[src/rtl/fc_word_align_ctrl.sv]
// rtl/fc_word_align_ctrl.sv - word alignment sequencer for the 8-bit fast-command deserializer
module fc_word_align_ctrl #(
    parameter int SETTLE_CYCLES = 4,
    parameter int LOCK_COUNT    = 16,
    parameter int UNLOCK_ERR    = 8
) (
    input  logic       clk40,
    input  logic       rst,
    input  logic       align_en,
    input  logic       manual_mode,
    input  logic [2:0] manual_phase,
    input  logic       idle_det,
    input  logic       word_valid,
    output logic [2:0] bit_phase,
    output logic       self_align_on,
    output logic       aligned,
    output logic [7:0] relock_cnt,
    output logic [2:0] ctrl_state
);

    typedef enum logic [2:0] {
        ST_DISABLED = 3'd0,
        ST_SETTLE   = 3'd1,
        ST_CONFIRM  = 3'd2,
        ST_LOCKED   = 3'd3,
        ST_MANUAL   = 3'd4
    } state_t;

    localparam logic [3:0] SETTLE_LAST = 4'(SETTLE_CYCLES - 1);
    localparam logic [7:0] LOCK_LAST   = 8'(LOCK_COUNT - 1);
    localparam logic [7:0] UNLOCK_LAST = 8'(UNLOCK_ERR - 1);

    state_t     state;
    logic [3:0] settle_cnt;
    logic [7:0] confirm_cnt;
    logic [7:0] err_cnt;
    logic       lock_loss;
    logic [7:0] relock_next;

    // A lock loss is recorded even when manual_mode preempts the relock transition.
    assign lock_loss   = (state == ST_LOCKED) && !word_valid && (err_cnt == UNLOCK_LAST);
    assign relock_next = (relock_cnt == 8'hFF) ? relock_cnt : relock_cnt + 8'd1;
    assign ctrl_state  = state;

    always_ff @(posedge clk40) begin
        if (rst) begin
            state         <= ST_DISABLED;
            bit_phase     <= 3'd0;
            self_align_on <= 1'b0;
            aligned       <= 1'b0;
            relock_cnt    <= 8'd0;
            settle_cnt    <= 4'd0;
            confirm_cnt   <= 8'd0;
            err_cnt       <= 8'd0;
        end else if (manual_mode) begin
            state         <= ST_MANUAL;
            bit_phase     <= manual_phase;
            self_align_on <= 1'b0;
            aligned       <= 1'b0;
            settle_cnt    <= 4'd0;
            confirm_cnt   <= 8'd0;
            err_cnt       <= 8'd0;
            if (lock_loss) begin
                relock_cnt <= relock_next;
            end
        end else if (!align_en) begin
            state         <= ST_DISABLED;
            self_align_on <= 1'b0;
            aligned       <= 1'b0;
            settle_cnt    <= 4'd0;
            confirm_cnt   <= 8'd0;
            err_cnt       <= 8'd0;
        end else begin
            case (state)
                ST_DISABLED, ST_MANUAL: begin
                    state         <= ST_SETTLE;
                    self_align_on <= 1'b1;
                    aligned       <= 1'b0;
                    settle_cnt    <= 4'd0;
                end
                ST_SETTLE: begin
                    if (settle_cnt == SETTLE_LAST) begin
                        state       <= ST_CONFIRM;
                        settle_cnt  <= 4'd0;
                        confirm_cnt <= 8'd0;
                    end else begin
                        settle_cnt <= settle_cnt + 4'd1;
                    end
                end
                ST_CONFIRM: begin
                    if (idle_det) begin
                        if (confirm_cnt == LOCK_LAST) begin
                            state         <= ST_LOCKED;
                            self_align_on <= 1'b0;
                            aligned       <= 1'b1;
                            confirm_cnt   <= 8'd0;
                            err_cnt       <= 8'd0;
                        end else begin
                            confirm_cnt <= confirm_cnt + 8'd1;
                        end
                    end else begin
                        // Training sends only idles, so a single miss means this tap is wrong.
                        state       <= ST_SETTLE;
                        bit_phase   <= bit_phase + 3'd1;
                        confirm_cnt <= 8'd0;
                        settle_cnt  <= 4'd0;
                    end
                end
                ST_LOCKED: begin
                    if (word_valid) begin
                        err_cnt <= 8'd0;
                    end else if (lock_loss) begin
                        state         <= ST_SETTLE;
                        self_align_on <= 1'b1;
                        aligned       <= 1'b0;
                        err_cnt       <= 8'd0;
                        settle_cnt    <= 4'd0;
                        relock_cnt    <= relock_next;
                    end else begin
                        err_cnt <= err_cnt + 8'd1;
                    end
                end
                default: begin
                    state         <= ST_DISABLED;
                    self_align_on <= 1'b0;
                    aligned       <= 1'b0;
                end
            endcase
        end
    end

endmodule

[config.mk]
export PLATFORM = sky130hd
export DESIGN_NAME = fc_word_align_ctrl
export DESIGN_NICKNAME = d
export VERILOG_FILES = /design/src/rtl/fc_word_align_ctrl.sv
export SDC_FILE = /design/constraint.sdc
export NUM_CORES = 1
export LEC_CHECK = 0
export ABC_AREA = 1
export CORE_ASPECT_RATIO = 1.4
export CORE_MARGIN = 3
export CORE_UTILIZATION = 59
export DETAILED_ROUTE_END_ITERATION = 8
export MAX_ROUTING_LAYER = met4
export PLACE_DENSITY_LB_ADDON = 0.2
export REMOVE_ABC_BUFFERS = 1
export SYNTH_ARGS = -nofsm -noshare
export SYNTH_HDL_FRONTEND = slang
export SYNTH_SLANG_ARGS = --single-unit
export TNS_END_PERCENT = 20
[constraint.sdc]
create_clock -name clk40 -period 4.4 [get_ports clk40]
set_input_delay 0.88 -clock clk40 [delete_from_list [all_inputs] [get_ports clk40]]
set_output_delay 0.88 -clock clk40 [all_outputs]
set_load 0.05 [all_outputs]
==> key figures <==
Floorplanning
  – Starting Density: 63.6%
  – Core area: ~0.0032 mm^2
  – Die height: 75.6 um
  – Top Ports: 25
  – Rows: 24
  – Die X: between 50 and 60 um
  – Die Area: ~0.0042 mm^2

Routing
  – Pre-Repair DR Iteration Count: 4
  – Routed WL: 4450 um
  – DRC Markers: 0
  – Via-per-instance ratio: 5.38
  – Number of DRC markers in iteration 0: 82
  – Vias: between 1.5k and 2k
  – Avg WL per Cell: around 12 um
  – Detail Route Antenna Nets: 0

Clock network
  – Worst-case clock buffer depth: 2
  – CTS clk-pin slew, worst paths: 0.06 ns
  – # Post-CTS Setup Buffers: 0
  – Clock tree sinks: 36
  – Worst skew pair latency: 0.30 ns
  – CTS buffer count: 5
  – CTS resizes: 0
  – H-tree levels: 2
  – Post-CTS Hold Buffers: 0
  – CTS tree: done
  – Clock root buffer: clkbuf_8

Placed design
  – Port bufs: 24
  – Routability Congestion: 0.838
  – Detailed placement HPWL: between 3000 and 4000 um

Yosys
  – Syn_area_per_cell: 6.97 um^2
  – Post-synthesis sequential area ratio: 35.3%
  – Post-Syn Area: 0.00204 mm^2
  – Synth Register Bits: 36
  – Cells after Synth: 293
  – Synthesis warning total: 0
  – Synth unique cells: 34

STA
  – Final Hold Vio Count: 0
  – Worst-Margin Slew: approximately 0.57 ns
  – Slew margin rel.: 61.5%
  – RSZ-0062 raised after global routing: false
  – FMAX: 0.391 GHz
  – Setup violations, final: 0
  – Min cycle time layout: 2.56 ns
  – Clk_skew: roughly 0.011 ns
  – Pins over their slew limit: 0
  – Period utilization: 58.1%
  – Post-Route Setup TNS: 0 ns

Pwr
  – Worst vdd ir: 0.274 mV
  – Lkg Pwr: 0.992 nW
  – Power Total: 0.794 mW
  – Power Density: 323 mW/mm^2

Setup path
  – Critical path launch point type: register
  – Kind of critical path: reg -> out
  – Crit path largest cell delay: 0.87 ns
  – Crit-path cells: clkdlybuf4s50_1
  – Worst Path Max Fanout: 8
  – Required time worst endpoint: 3.52 ns
  – Worst Path Buf+Inv: 1
  – CP delay by family, top: buffers and inverters
  – Slowest cell on the critical path: clkdlybuf4s50_1
  – CP endpoint kind: output port
  – WP data arrival: approximately 1.7 ns

Flow run
  – # Max-Cap Violations: 0

Global routing
  – Total track usage: 23.0%
  – First-pass GRT wire length: ~7500 um
  – Largest net degree at the start of global routing: 17
  – Grt total ovfl: 0
  – Initial antenna violation count: 0
  – Vias in the first global route: 1758

Finish
  – Most frequent cells in the layout: nand2_1, dfxtp_1, a21oi_1
  – Nets: 333
  – Most common cell after layout, fill and taps aside: nand2_1
  – N_diodes: 0
  – Share of layout cells above drive strength 1: 7.81%
  – Layout area overhead: 20.2%

Outcome
  – Status: completed

Min path
  – Hold Crit Class: reg -> reg
layer usage:
layer	up-vias	global-route usage, %	share of wire (%)
met1	857	24.7	41
met2	34	42.4	53
li1	1028	-	-
met4	0	8.65	2.0
met5	-	-	0
met3	11	4.41	3.5
power by group:
| group | leakage [nW] | internal [mW] | total (mW) | switching (mW) |
|---|---|---|---|---|
| sequential | 0.291 | 0.329 | 0.333 | 0.00397 |
| combinational | 0.623 | 0.0202 | 0.0567 | 0.0365 |
| clock | 0.0784 | 0.283 | 0.404 | 0.120 |
through the flow:
stage | cells | area (um^2) | setup slack, ns | utilization [%] | hold slack [ns]
CTS | 359 | 2460 | 1.84 | 76.4 | 0.446
detailed placement | 351 | 2300 | 1.60 | 71.5 | 0.436
floorplan | 288 | 2010 | 2.45 | - | 0.456
finish | 359 | 2460 | 1.84 | 76.4 | 0.442
global placement | 351 | 2300 | 1.73 | 71.5 | 0.441
global route | 359 | 2460 | 1.70 | 76.4 | 0.468
cells in the mapped netlist, drive strengths merged:
| library cell | count | share of area, % |
|---|---|---|
| o21bai | 1 | 0.37 |
| nand3 | 27 | 7.7 |
| xor2 | 6 | 2.6 |
| buf | 3 | 1.3 |
| nand2 | 64 | 13 |
| xnor2 | 2 | 0.86 |
| nand3b | 3 | 1.1 |
| or2 | 2 | 0.61 |
| clkinv | 1 | 0.24 |
| ha | 5 | 3.1 |
| o21ai | 21 | 5.3 |
| a31o | 1 | 0.43 |
| inv | 32 | 5.9 |
| nand4 | 12 | 3.7 |
| a21o | 2 | 0.73 |
| clkbuf | 2 | 0.37 |
| a21oi | 36 | 9.0 |
| nor3 | 3 | 1.5 |
| and3 | 1 | 0.31 |
| dfxtp | 36 | 35 |
| nor2 | 33 | 7.0 |
flip-flops by register name (all words and copies together), names as in the netlist:
name	count
settle_cnt	4
aligned	1
relock_cnt	8
ctrl_state	3
self_align_on	1
confirm_cnt	8
err_cnt	8
bit_phase	3
cells by family (layout without fill, tap and decap cells):
family | Yosys count | in the layout | share of synthesized area (%)
compound gates | 61 | 61 | 15.9
xor+xnor | 8 | 8 | 3.43
fa+ha+maj | 5 | 5 | 3.06
buf+inv | 38 | 65 | 7.84
flops | 36 | 36 | 35.3
simple gates | 145 | 145 | 34.5
tightest hold or removal path, cell delays in order (launching register included):
cell and delay (ns):
dfxtp_1 0.31, inv_1 0.05, a21oi_1 0.05
worst paths after layout:
check | endpoint | slack, ns | startpoint | depth (start not counted)
min reg2reg | aligned | 0.44 | aligned | 2
min | aligned | 0.44 | aligned | 2
max reg2reg | settle_cnt[0] | 2.54 | ctrl_state[1] | 7
max | ctrl_state[1] | 1.84 | ctrl_state[1] | 1
area by class of cell:
type                       count  area, um^2
multi-input combinational    219        1160
clock buffer                   5        68.8
tap                           39        48.8
sequential                    36         721
fill                         225         757
clock inverter                 3        90.1
timing repair buffer          24         240
inverter                      33         125
No activity file was read; power rests on OpenSTA's default activity.
